**src/rtl/green_interp_stream.sv**
```systemverilog
// rtl/green_interp_stream.sv - three-stage Bayer green-channel interpolator on a ready/valid pixel stream
module green_interp_stream #(
    parameter int PW = 12,
    parameter int TW = PW + 1
) (
    input  logic          clk,
    input  logic          rst,
    input  logic          in_valid,
    output logic          in_ready,
    input  logic          in_sof,
    input  logic          in_eol,
    input  logic [PW-1:0] p_n2,
    input  logic [PW-1:0] p_n1,
    input  logic [PW-1:0] p_c,
    input  logic [PW-1:0] p_s1,
    input  logic [PW-1:0] p_s2,
    input  logic [PW-1:0] p_w2,
    input  logic [PW-1:0] p_w1,
    input  logic [PW-1:0] p_e1,
    input  logic [PW-1:0] p_e2,
    input  logic [1:0]    cfa_pattern,
    input  logic [1:0]    mode,
    input  logic [TW-1:0] blend_th,
    output logic          out_valid,
    input  logic          out_ready,
    output logic [PW-1:0] out_pix,
    output logic          out_sof,
    output logic          out_eol,
    output logic          out_green_site
);

    localparam int SW = PW + 4;
    localparam int DW = PW + 2;
    localparam int CW = PW + 3;

    typedef struct packed {
        logic          valid;
        logic          sof;
        logic          eol;
        logic          green;
        logic [1:0]    mode;
        logic [TW-1:0] th;
        logic [PW-1:0] n2;
        logic [PW-1:0] n1;
        logic [PW-1:0] c;
        logic [PW-1:0] s1;
        logic [PW-1:0] s2;
        logic [PW-1:0] w2;
        logic [PW-1:0] w1;
        logic [PW-1:0] e1;
        logic [PW-1:0] e2;
    } s1_t;

    typedef struct packed {
        logic          valid;
        logic          sof;
        logic          eol;
        logic          green;
        logic [1:0]    mode;
        logic [TW-1:0] th;
        logic [PW-1:0] c;
        logic [PW-1:0] gh;
        logic [PW-1:0] gv;
        logic [PW-1:0] bil;
        logic [DW-1:0] dh;
        logic [DW-1:0] dv;
    } s2_t;

    typedef struct packed {
        logic          valid;
        logic          sof;
        logic          eol;
        logic          green;
        logic [PW-1:0] pix;
    } s3_t;

    // Directional estimate: (2*(a1+b1) + 2*c - a2 - b2) / 4, floored, clamped to the pixel range.
    function automatic logic [PW-1:0] estimate(input logic [PW-1:0] a2, input logic [PW-1:0] a1,
                                               input logic [PW-1:0] c, input logic [PW-1:0] b1,
                                               input logic [PW-1:0] b2);
        logic signed [SW-1:0] sum;
        logic signed [SW-1:0] q;
        logic [PW-1:0]        r;
        sum = $signed(((SW'(a1) + SW'(b1) + SW'(c)) << 1) - SW'(a2) - SW'(b2));
        q   = sum >>> 2;
        if (q[SW-1]) begin
            r = '0;
        end else if (|q[SW-2:PW]) begin
            r = '1;
        end else begin
            r = q[PW-1:0];
        end
        return r;
    endfunction

    // Gradient magnitude: |a1-b1| + |2*c-a2-b2|; the widths leave no room for overflow.
    function automatic logic [DW-1:0] gradient(input logic [PW-1:0] a2, input logic [PW-1:0] a1,
                                               input logic [PW-1:0] c, input logic [PW-1:0] b1,
                                               input logic [PW-1:0] b2);
        logic [PW-1:0] d1;
        logic [PW:0]   t;
        logic [PW:0]   u;
        logic [PW:0]   d2;
        d1 = (a1 >= b1) ? (a1 - b1) : (b1 - a1);
        t  = {c, 1'b0};
        u  = {1'b0, a2} + {1'b0, b2};
        d2 = (t >= u) ? (t - u) : (u - t);
        return DW'(d1) + DW'(d2);
    endfunction

    s1_t           s1_q, s1_d;
    s2_t           s2_q, s2_d;
    s3_t           s3_q, s3_d;
    logic          x_par_q, x_par_d;
    logic          y_par_q, y_par_d;
    logic [1:0]    cfa_q, cfa_d;
    logic [1:0]    mode_q, mode_d;
    logic [TW-1:0] th_q, th_d;

    logic          enable;
    logic          accept;
    logic          bx, by;
    logic [1:0]    cfa_eff;
    logic [1:0]    mode_eff;
    logic [TW-1:0] th_eff;
    logic          green_eff;

    // Global stall: every stage moves only when the output slot is free or being drained.
    always_comb begin
        enable   = !s3_q.valid || out_ready;
        in_ready = enable && !rst;
        accept   = in_valid && in_ready;
    end

    // Beat phase and frame configuration; an sof beat starts at (0,0) and uses its own config.
    always_comb begin
        bx        = in_sof ? 1'b0 : x_par_q;
        by        = in_sof ? 1'b0 : y_par_q;
        cfa_eff   = in_sof ? cfa_pattern : cfa_q;
        mode_eff  = in_sof ? mode : mode_q;
        th_eff    = in_sof ? blend_th : th_q;
        green_eff = ((cfa_eff == 2'd0) || (cfa_eff == 2'd3)) ? (bx ^ by) : ~(bx ^ by);
        x_par_d   = x_par_q;
        y_par_d   = y_par_q;
        cfa_d     = cfa_q;
        mode_d    = mode_q;
        th_d      = th_q;
        if (accept) begin
            if (in_eol) begin
                x_par_d = 1'b0;
                y_par_d = ~by;
            end else begin
                x_par_d = ~bx;
                y_par_d = by;
            end
            if (in_sof) begin
                cfa_d  = cfa_pattern;
                mode_d = mode;
                th_d   = blend_th;
            end
        end
    end

    // Stage 1: capture the window with its resolved phase and configuration.
    always_comb begin
        s1_d = s1_q;
        if (enable) begin
            s1_d.valid = accept;
            s1_d.sof   = in_sof;
            s1_d.eol   = in_eol;
            s1_d.green = green_eff;
            s1_d.mode  = mode_eff;
            s1_d.th    = th_eff;
            s1_d.n2    = p_n2;
            s1_d.n1    = p_n1;
            s1_d.c     = p_c;
            s1_d.s1    = p_s1;
            s1_d.s2    = p_s2;
            s1_d.w2    = p_w2;
            s1_d.w1    = p_w1;
            s1_d.e1    = p_e1;
            s1_d.e2    = p_e2;
        end
    end

    // Stage 2: both directional estimates, both gradients and the bilinear average.
    always_comb begin
        logic [DW-1:0] bsum;
        s2_d = s2_q;
        bsum = DW'(s1_q.n1) + DW'(s1_q.s1) + DW'(s1_q.w1) + DW'(s1_q.e1) + DW'(2);
        if (enable) begin
            s2_d.valid = s1_q.valid;
            s2_d.sof   = s1_q.sof;
            s2_d.eol   = s1_q.eol;
            s2_d.green = s1_q.green;
            s2_d.mode  = s1_q.mode;
            s2_d.th    = s1_q.th;
            s2_d.c     = s1_q.c;
            s2_d.gh    = estimate(s1_q.w2, s1_q.w1, s1_q.c, s1_q.e1, s1_q.e2);
            s2_d.gv    = estimate(s1_q.n2, s1_q.n1, s1_q.c, s1_q.s1, s1_q.s2);
            s2_d.dh    = gradient(s1_q.w2, s1_q.w1, s1_q.c, s1_q.e1, s1_q.e2);
            s2_d.dv    = gradient(s1_q.n2, s1_q.n1, s1_q.c, s1_q.s1, s1_q.s2);
            s2_d.bil   = bsum[DW-1:2];
        end
    end

    // Stage 3: pick the green value by site and mode; this register is the output beat.
    always_comb begin
        logic [CW-1:0] h_cost;
        logic [CW-1:0] v_cost;
        logic [PW:0]   asum;
        logic [PW-1:0] dir;
        s3_d   = s3_q;
        h_cost = CW'(s2_q.dh) + CW'(s2_q.th);
        v_cost = CW'(s2_q.dv) + CW'(s2_q.th);
        asum   = {1'b0, s2_q.gh} + {1'b0, s2_q.gv} + (PW + 1)'(1);
        if (h_cost < CW'(s2_q.dv)) begin
            dir = s2_q.gh;
        end else if (v_cost < CW'(s2_q.dh)) begin
            dir = s2_q.gv;
        end else begin
            dir = asum[PW:1];
        end
        if (enable) begin
            s3_d.valid = s2_q.valid;
            s3_d.sof   = s2_q.sof;
            s3_d.eol   = s2_q.eol;
            s3_d.green = s2_q.green;
            if (s2_q.green) begin
                s3_d.pix = s2_q.c;
            end else begin
                case (s2_q.mode)
                    2'd0:    s3_d.pix = dir;
                    2'd1:    s3_d.pix = s2_q.bil;
                    default: s3_d.pix = s2_q.c;
                endcase
            end
        end
    end

    // State registers; reset drops every in-flight beat and the frame configuration.
    always_ff @(posedge clk) begin
        if (rst) begin
            s1_q    <= '0;
            s2_q    <= '0;
            s3_q    <= '0;
            x_par_q <= 1'b0;
            y_par_q <= 1'b0;
            cfa_q   <= '0;
            mode_q  <= '0;
            th_q    <= '0;
        end else begin
            s1_q    <= s1_d;
            s2_q    <= s2_d;
            s3_q    <= s3_d;
            x_par_q <= x_par_d;
            y_par_q <= y_par_d;
            cfa_q   <= cfa_d;
            mode_q  <= mode_d;
            th_q    <= th_d;
        end
    end

    // Output beat straight from the stage-3 register.
    always_comb begin
        out_valid      = s3_q.valid;
        out_pix        = s3_q.pix;
        out_sof        = s3_q.sof;
        out_eol        = s3_q.eol;
        out_green_site = s3_q.green;
    end

endmodule

```
**config.mk**
```make
export PLATFORM = sky130hd
export DESIGN_NAME = green_interp_stream
export DESIGN_NICKNAME = d
export VERILOG_FILES = /design/src/rtl/green_interp_stream.sv
export SDC_FILE = /design/constraint.sdc
export NUM_CORES = 1
export LEC_CHECK = 0
export ABC_AREA = 1
export CAP_MARGIN = 20
export CORE_MARGIN = 2
export CORE_UTILIZATION = 55
export CTS_CLUSTER_DIAMETER = 80
export DETAILED_ROUTE_END_ITERATION = 8
export PLACE_DENSITY = 0.78
export SYNTH_ARGS = -nofsm -noshare
export SYNTH_HDL_FRONTEND = slang
export SYNTH_SLANG_ARGS = --single-unit
export TNS_END_PERCENT = 100
```
**constraint.sdc**
```tcl
create_clock -name clk -period 4.63 [get_ports clk]
set_clock_uncertainty 0.2 [all_clocks]
set_input_delay 0.926 -clock clk [delete_from_list [all_inputs] [get_ports clk]]
set_output_delay 0.926 -clock clk [all_outputs]
set_load 0.1 [all_outputs]
```
# Word level (Yosys, flattened, before mapping)
# Index checks and enable logic that the tools add are counted.
[totals]
romBits = 0
output_inout_bits = 17
reg_bits = 257
memories = 0
ram_bits = 0
inputBits = 131
latchBits = 0
[op_classes]
n_reduce_logical = 10
multipliers = 0
n_shift = 0
muxes = 20
n_div = 0
add_sub_neg = 28
magnitude_cmp = 6
bitwise_logic = 4
eq_ne = 2
[op_table]
columns = ["operator", "count"]
rows = [
  ["$mux W12", 9],
  ["$add A12 B12 Y13", 6],
  ["$sub A13 B13 Y13", 4],
  ["$sub A12 B12 Y12", 4],
  ["$add A13 B12 Y14", 3],
  ["$mux W13", 3],
  ["$sub A15 B12 Y16", 2],
  ["$sub A16 B12 Y16", 2],
  ["$add A14 B13 Y15", 2],
  ["$lt A15 B14 Y1", 2],
  ["$add A12 B13 Y14", 2],
  ["$ge A13 B13 Y1", 2],
  ["$ge A12 B12 Y1", 2],
  ["$pmux W12 S2", 1],
  ["$add A14 B12 Y14", 1],
  ["$add A14 B2 Y14 const B", 1],
  ["$add A13 B1 Y13 const B", 1],
  ["$mux W1", 5],
  ["$logic_not A2 Y1", 2],
  ["$mux W2", 2],
  ["$reduce_or A2 Y1", 2],
  ["$not A1 Y1", 3],
  ["$eq A2 B1 Y1 const B", 1],
  ["$eq A2 B2 Y1 const B", 1],
  ["other kinds (4)", 7],
]

# Logic depth before layout (Yosys ltp)
# Gate-level depths: netlist of the first run.
[depth]
ltp_word = 7
ltp_mapped = 37

# Worst setup path before layout of the first run
# OpenSTA, ideal clock, no wires.
[synth_timing]
kind = "register to register"
from = "register s1_q[0] (netlist name)"
to = "register s2_q[27] (netlist name)"
stages_incl_launch_ff = 34
synth_period_minus_slack_ns = 4.812
t_arrival_ns = 4.537
t_required_ns = 4.356
path_slack_ns = -0.182
cell_sequence = "dfxtp_1 ha_1 inv_1 fa_1 o21ai_0 nand2_1 o211ai_1 a21o_1 a21oi_1 xor2_1 inv_1 ha_1 a21oi_1 nor2_1 a211oi_2 nand3_1 nor2_2 buf_6 nand2_1 nand2_1 nand2_1 nand2_1 nand2_1 nand2_1 inv_1 ha_1 nand2_1 o21ai_0 nand2_1 and3_1 or2_2 nand2_1 nand4_1 o21ai_0"
[synth_between]
elab_chain_len = 4
elab_cells_between_ends = 6
[synth_lines]
columns = ["element", "line", "source"]
rows = [
  ["start: declaration", "111", "s1_t s1_q, s1_d;"],
  ["start signal: assignment", "244", "s1_q <= '0;"],
  ["start signal: assignment", "253", "s1_q <= s1_d;"],
  ["$add A12 B12 Y13 *", "106", "u = {1'b0, a2} + {1'b0, b2};"],
  ["$sub A13 B13 Y13 or $ge A13 B13 Y1 (tied branches)", "107", "d2 = (t >= u) ? (t - u) : (u - t);"],
  ["$mux W13 *", "107", ""],
  ["$add A12 B13 Y14 *", "108", "return DW'(d1) + DW'(d2);"],
  ["end signal: assignment", "245", "s2_q <= '0;"],
  ["end signal: assignment", "254", "s2_q <= s2_d;"],
  ["end: declaration", "112", "s2_t s2_q, s2_d;"],
]
# Every way passes the cells marked *; elsewhere a longest branch is shown, timed or not.
# A chain may end at the register's enable or synchronous reset.

# Worst setup path in the final report of the first run
# Same ends and word-level chain as after synthesis.

==> reports/metrics.csv, run 1 <==
stage,metric,value,unit
floorplanning,height of the die,207,um
sta,Worst slew margin,26.7,%
synthesis,portion of netlist area occupied by mux cells,0.221,%
floorplanning,die extent in x,207,um
worst_setup_path,largest fanout on the critical path,7,
worst_setup_path,WP data arrival,5.33,ns
synthesis,synthesized flop and latch total,257,
finish,FILL cells,2989,
synthesis,Synth Area in Adders,23.2,%
synthesis,largest family of logic cells by synthesized area,adder cells,
run_status,outcome,finished with violations,
synthesis,Synth Area per Inst,7.05,um2
worst_setup_path,logic depth of the worst register-to-register path,35,
synthesis,synthesized netlist net count,3722,
finish,synthesis-to-layout area growth,37.2,%
worst_setup_path,CP endpoint kind,register,
worst_setup_path,worst reg2reg setup slack,-0.41,ns
drt,DRC violations left,0,
placed_design,Placer Congestion,1.00,
power,worst supply voltage drop on vdd,0.331,mV
drt,number of iterations in the first detailed-routing pass,6,
floorplanning,floorplan core area,0.0407,mm2
synthesis,post-synthesis cell type count,60,
clock_network,buffer depth of the longest clock path,3,
drt,remaining antenna violation count after routing,0,
power,pwr dens,569,mW/mm2
worst_setup_path,category of the most critical setup path,register to register,
drt,total wire length,88.0,mm
worst_hold_path,capture endpoint of the worst hold path,th_q[0],
synthesis,compound-cell area share of the yosys netlist,16.9,%
synthesis,number of flops mapped to enable cells by yosys,0,
synthesis,parity-gate share of the synthesized area counting xor and xnor cells,5.67,%
synthesis,sequential-to-total area share from yosys stat,22.7,%
finish,net count reported at finish,4307,
floorplanning,effective utilization at floorplan,55.7,%
sta,worst path setup slack after routing,-0.411,ns
synthesis,simple logic cell fraction of the synthesized area,20.8,%
worst_setup_path,end of the worst register-to-register path,s2_q[27],
synthesis,number of cells produced by synthesis,3221,
synthesis,netlist area before placement,0.0227,mm2
clock_network,number of clock sinks,257,
sta,slew at the pin closest to its max-slew limit,1.10,ns
worst_hold_path,class of the tightest hold or removal check,register to register,
worst_setup_path,Startpoint Class,register,
grt,first-pass GRT wire length,130,mm
drt,via count,24800,
run_status,violations in the final reports,negative setup slack,
worst_setup_path,crit path max-delay cell type,fa_2,
grt,largest net degree at the start of global routing,92,
placed_design,number of buffers inserted by port buffering,147,
worst_setup_path,start of the worst register-to-register path,s1_q[0],
worst_setup_path,Required @ worst endpoint,4.92,ns
synthesis,leading register cell type out of synthesis,dfxtp_1,
finish,share of layout cells above drive strength 1,23.9,%
clock_network,worst-skew pair later-pin latency,0.57,ns
grt,Overflow after GRT,0,
clock_network,clock-pin slew on the worst setup and hold paths,0.06,ns
synthesis,share of synthesized flip-flops with an asynchronous set or reset,0,%
floorplanning,top-level port count,148,
synthesis,warning count from the yosys run,0,
placed_design,detailed placer's ending HPWL,65.7,mm
worst_hold_path,hold_sp,th_q[0],
flow_run,max-cap violation count,0,
sta,fin crit share,109,%
worst_setup_path,Critical Path Max Stage Delay,0.37,ns
drt,average detailed-routed wire length per instance,20.2,um
drt,via/cell ratio,5.68,
sta,final hold vios,0,
grt,total global-route track usage,38.3,%
grt,antenna violations before repair,0,
sta,unrepaired setup endpoints after global routing,yes,
finish,Antenna diodes,0,
worst_setup_path,Most Frequent Cell on Critical Path,nand2_2,
floorplanning,die outline area,0.0429,mm2
sta,setup violators final,23,
sta,fmax,198,MHz
clock_network,Inserted Clock Buffers,35,
grt,number of global-route vias before repair,24100,
power,total power,0.0177,W
worst_hold_path,instance count along the most critical hold path,2,
power,Pleak,15.3,nW
sta,min cycle time layout,5.04,ns
placed_design,placed cell areas,0.0277,mm2
clock_network,# H-tree levels,2,
sta,final slew viol count,0,
floorplanning,standard-cell rows,74,
drt,number of DRC markers after the initial detailed-route iteration,2298,
finish,"Non-Filler Cell Area, Final",0.0311,mm2
clock_network,cell at the root of the clock tree,clkbuf_16,
clock_network,TritonCTS clock tree,yes,
==> placed cells by master (no fill, tap or decap), types with 12 or more instances in the layout <==
cell type and n:
ha_4 46, a21oi_2 32, nand4_1 18, o22ai_1 25, inv_2 34, ha_1 228, nand2_1 694, o21ai_0 259
a21o_1 20, nand3_2 26, nor3_1 15, ha_2 12, a31oi_1 16, nand2_4 21, nor2_1 84, nor2_2 13
xnor2_1 43, fa_1 79, buf_4 463, o21ai_1 34, clkbuf_16 35, xor2_1 91, dfxtp_1 237, a21oi_1 211
nand3_1 164, nand2_2 49, buf_6 27, o21ai_2 20, nor2_4 13, clkdlybuf4s50_1 146, o21bai_1 13, inv_1 476
dfxtp_2 20
==> what timing repair did <==
item | in CTS | in global routing
gates resized for setup | 187 | 264
hold buffers | 0 | 0
buffers inserted | 30 | 32
hold endpoints to repair | 0 | 0
gates cloned | 2 | 4
pin swaps | 110 | 141
endpoints found under the setup margin | 46 | 51
==> report_power, final <==
group	total [W]	internal [W]	switching, W
Sequential	0.00296	0.00258	0.000386
Combinational	0.0121	0.00509	0.00706
Clock	0.00261	0.00147	0.00113
Total	0.0177	0.00914	0.00858
==> cells by family (layout without fill, tap and decap cells) <==
group | Yosys count | count (layout)
mux | 5 | 5
buf+inv | 610 | 1218
simple gates | 1133 | 1134
flops | 257 | 257
xor+xnor | 147 | 147
fa+ha+maj | 370 | 370
compound gates | 699 | 699
==> cells in the mapped netlist, types with 3 or more instances <==
cell	instances	area, um2
xnor2_1	47	412
inv_1	506	1900
o22ai_1	25	156
mux2i_1	5	50.1
nand2_2	7	43.8
buf_2	23	115
nand3_1	192	961
o21ai_2	5	43.8
clkbuf_1	51	191
o2111ai_1	11	96.3
a21oi_1	250	1250
dfxtp_1	257	5140
ha_1	286	3580
o21ai_0	292	1460
nor2_2	6	37.5
buf_6	6	67.6
a21o_1	20	150
inv_2	11	41.3
nand3_2	3	30.0
nor2_4	4	45.0
nor4_1	3	18.8
nand2_1	757	2840
a31oi_1	21	131
or2_2	5	31.3
fa_1	84	1680
nor2_1	100	375
o21bai_1	16	120
o21ai_1	22	110
a22o_1	4	35.0
a221oi_1	5	43.8
xor2_1	100	876
nor3_1	25	125
buf_4	9	67.6
o21a_1	4	30.0
nand4_1	18	113
o211ai_1	7	52.6
nand3b_1	5	37.5
==> state kept, by name, summed over array words and instances (netlist names) <==
name            count
s1_q              127
s2_q               95
th_q               13
out_pix            12
cfa_q               2
mode_q              2
out_eol             1
out_green_site      1
out_sof             1
out_valid           1
x_par_q             1
y_par_q             1
==> stage by stage <==
stage | hold WS [ns] | utilization [%] | cells | setup slack [ns] | TNS, ns
2_1_floorplan | 0.223 | - | 3221 | 0.00711 | 0
3_3_place_gp | 0.235 | 68.0 | 4240 | -0.344 | -5.28
3_5_place_dp | 0.241 | 68.0 | 4240 | -0.481 | -10.77
4_1_cts | 0.249 | 73.1 | 4332 | -0.271 | -1.87
5_1_grt | 0.262 | 76.4 | 4362 | -0.635 | -10.68
6_report | 0.250 | 76.4 | 4362 | -0.411 | -3.04
==> final cells by class <==
| class | instances | area [um2] | area share, % |
|---|---|---|---|
| clock buffer | 46 | 957 | 3.07 |
| multi-input combinational | 2355 | 17000 | 54.5 |
| sequential | 257 | 5170 | 16.6 |
| timing repair buffer | 637 | 5260 | 16.9 |
| inverter | 518 | 1970 | 6.33 |
| timing repair inverter | 2 | 16.3 | 0.0522 |
| tap | 532 | 666 | 2.14 |
| clock inverter | 15 | 113 | 0.362 |
==> per-layer routing <==
metal / GRT usage, % / vias to the layer above / routed length, um
met5: 0 / - / 0
met3: 6.19 / 328 / 6780
met4: 16.9 / 0 / 4870
met2: 64.9 / 1255 / 41100
met1: 47.9 / 11600 / 35200
li1: - / 11600 / -
==> worst max-delay path: cells and delay by family, from the launching register on <==
kind | cells | cell delay, ns
AOI/OAI and AO/OA | 6 | 0.85
xor gates and xnor gates | 1 | 0.17
adders and majority gates | 4 | 1.14
buffers and inverters | 6 | 0.49
DFF | 1 | 0.35
and+or+nand+nor | 18 | 1.78
==> how the worst max path moves through the flow <==
| stage | start | cells past startpoint | end |
|---|---|---|---|
| 3_5_place_dp | s1_q[96] | 30 | s2_q[6] |
| 4_1_cts | s1_q[36] | 31 | s2_q[27] |
| 5_1_grt | s1_q[2] | 35 | s2_q[26] |
| 2_1_floorplan | s1_q[2] | 33 | s2_q[27] |
| 3_3_place_gp | s1_q[0] | 29 | s2_q[25] |
| 6_report | s1_q[0] | 35 | s2_q[27] |
Note: power is estimated with default switching activity, not from simulation.
==> run 2: changes to the inputs <==
Settings changed: CORE_MARGIN 2 to default, CORE_UTILIZATION 55 to 65, PLACE_DENSITY 0.78 to 0.86, SLEW_MARGIN from default to 20.
Clock period 4.63 ns to 6.5 ns, I/O delays scaled along.
==> run 2 against run 1 <==
The run now ends clean. Count of clock-buffer cells in the layout fell by 7. First-iteration DRC count fell by 2.3%. Sequential share of layout area rose by 3.6 points. Non-clock buffer count fell by 479. Via count fell by 8.1%. Utilization fell by 2.6 points. Cell area fell by 18%. Maximum frequency fell by 15%. Combinational power fell by 51%. Worst setup slack improved by 0.99 ns. Cell count fell by 13%. Highest routed layer is now met5.
==> reports/metrics.csv, run 2 (synthesized netlist as in run 1, its figures left out) <==
stage,metric,value,unit
finish,net count reported at finish,3820,
sta,final slew viol count,0,
sta,unrepaired setup endpoints after global routing,no,
finish,largest register by flop count,s1_q,
placed_design,Placer Congestion,1.04,
floorplanning,height of the die,189,um
floorplanning,die extent in x,189,um
clock_network,cells resized by post-CTS repair,0,
clock_network,TritonCTS clock tree,yes,
drt,number of iterations in the first detailed-routing pass,9,
clock_network,cell at the root of the clock tree,clkbuf_16,
drt,DRC violations left,0,
grt,largest net degree at the start of global routing,127,
sta,Setup TNS,0,ns
drt,total wire length,76.8,mm
floorplanning,top-level port count,148,
clock_network,worst-skew pair later-pin latency,0.58,ns
worst_setup_path,Startpoint Class,register,
worst_setup_path,Critical Path Max Stage Delay,0.53,ns
flow_run,max-cap violation count,0,
sta,slew at the pin closest to its max-slew limit,0.988,ns
clock_network,number of buffers added to fix hold violations after cts,0,
power,pwr dens,386,mW/mm2
drt,number of DRC markers after the initial detailed-route iteration,2246,
clock_network,clock-pin slew on the worst setup and hold paths,0.07,ns
grt,total global-route track usage,42.4,%
floorplanning,floorplan core area,0.0345,mm2
worst_setup_path,crit path max-delay cell type,nand4_1,
finish,number of flip-flops in the largest register,127,
finish,Antenna diodes,0,
finish,most frequent standard cell in the layout excluding fill and tap cells,nand2_1,
clock_network,Inserted Clock Buffers,30,
placed_design,number of buffers inserted by port buffering,147,
drt,remaining antenna violation count after routing,0,
drt,average detailed-routed wire length per instance,20.2,um
sta,fmax,169,MHz
worst_setup_path,Most Frequent Cell on Critical Path,nand2_1,
clock_network,buffer depth of the longest clock path,3,
grt,Overflow after GRT,0,
sta,setup violators final,0,
worst_setup_path,largest fanout on the critical path,11,
worst_setup_path,category of the most critical setup path,register to register,
grt,antenna violations before repair,1,
finish,final non-filler cell total,3798,
finish,synthesis-to-layout area growth,12.1,%
drt,via count,22800,
sta,final hold vios,0,
power,Pleak,12.7,nW
clock_network,number of post-CTS setup repair buffers,0,
floorplanning,standard-cell rows,68,
power,worst supply voltage drop on vdd,0.459,mV
placed_design,instance count after placement with tap cells included,3741,
finish,Largest regs,"s1_q (127), s2_q (95), th_q (13)",
clock_network,# H-tree levels,1,
worst_setup_path,Required @ worst endpoint,6.78,ns
worst_setup_path,WP data arrival,6.19,ns
worst_hold_path,class of the tightest hold or removal check,register to register,
grt,first-pass GRT wire length,118,mm
finish,FILL cells,2666,
floorplanning,effective utilization at floorplan,65.9,%
clock_network,number of clock sinks,257,
placed_design,detailed placer's ending HPWL,59.8,mm
worst_setup_path,CP endpoint kind,register,
sta,fin crit share,91.0,%
finish,"commonest cells after routing, fill and taps aside","nand2_1, inv_1, o21ai_0",
run_status,outcome,finished clean,
finish,share of layout cells above drive strength 1,3.35,%
sta,min cycle time layout,5.92,ns
floorplanning,die outline area,0.0357,mm2
drt,via/cell ratio,6.00,
sta,Worst slew margin,33.9,%
grt,number of global-route vias before repair,21900,
## run 2: stage by stage
step | util (%) | setup slack [ns] | total power (W) | hold slack, ns | instance area, um2
after floorplan | - | 1.69 | 0.00622 | 0.223 | 22700
after global placement | 70.8 | 0.942 | 0.00762 | 0.235 | 24400
after detailed placement | 70.8 | 0.757 | 0.00780 | 0.245 | 24400
after CTS | 73.8 | 0.673 | 0.00962 | 0.257 | 25400
after global routing | 73.8 | 0.101 | 0.0105 | 0.284 | 25400
final | 73.8 | 0.583 | 0.00981 | 0.264 | 25400
## run 2: layout make-up
cell class              instances  area (um2)  area share [%]
clock buffers                  39         816            3.21
clock inverters                17         219           0.861
inverters                     518        1950            7.65
multi-input cells            2354       15200            59.6
flip-flops and latches        257        5140            20.2
well taps                     455         569            2.24
repair buffers                158        1580            6.23
## run 2: worst paths after layout
path             from        to  slack, ns  cells after the start
min          cfa_q[0]  cfa_q[0]       0.26                      2
max reg2reg   s1_q[0]  s2_q[27]       0.58                     28
max           s1_q[0]  s2_q[27]       0.58                     28
min reg2reg  cfa_q[0]  cfa_q[0]       0.26                      2
## run 2: where the power goes
group | switching, W | internal (W)
Combinational | 0.00386 | 0.00203
Sequential | 0.000293 | 0.00183
Clock | 0.000743 | 0.00105
Total | 0.00489 | 0.00492
## run 2: worst max-delay path, delay by kind of cell, from the launching register on
kind / cells / cell delay, ns
xor+xnor: 2 / 0.37
simple gates: 11 / 1.83
flops: 1 / 0.34
buf+inv: 3 / 0.22
fa+ha+maj: 4 / 1.30
compound gates: 8 / 1.54
## run 2: metal layers
metal / vias to the layer above / wire (um) / track usage, %
met1: 10600 / 30200 / 53.8
met3: 270 / 7060 / 6.25
li1: 10700 / - / -
met5: - / 13 / 0
met4: 2 / 4420 / 20.4
met2: 1251 / 35100 / 70.6
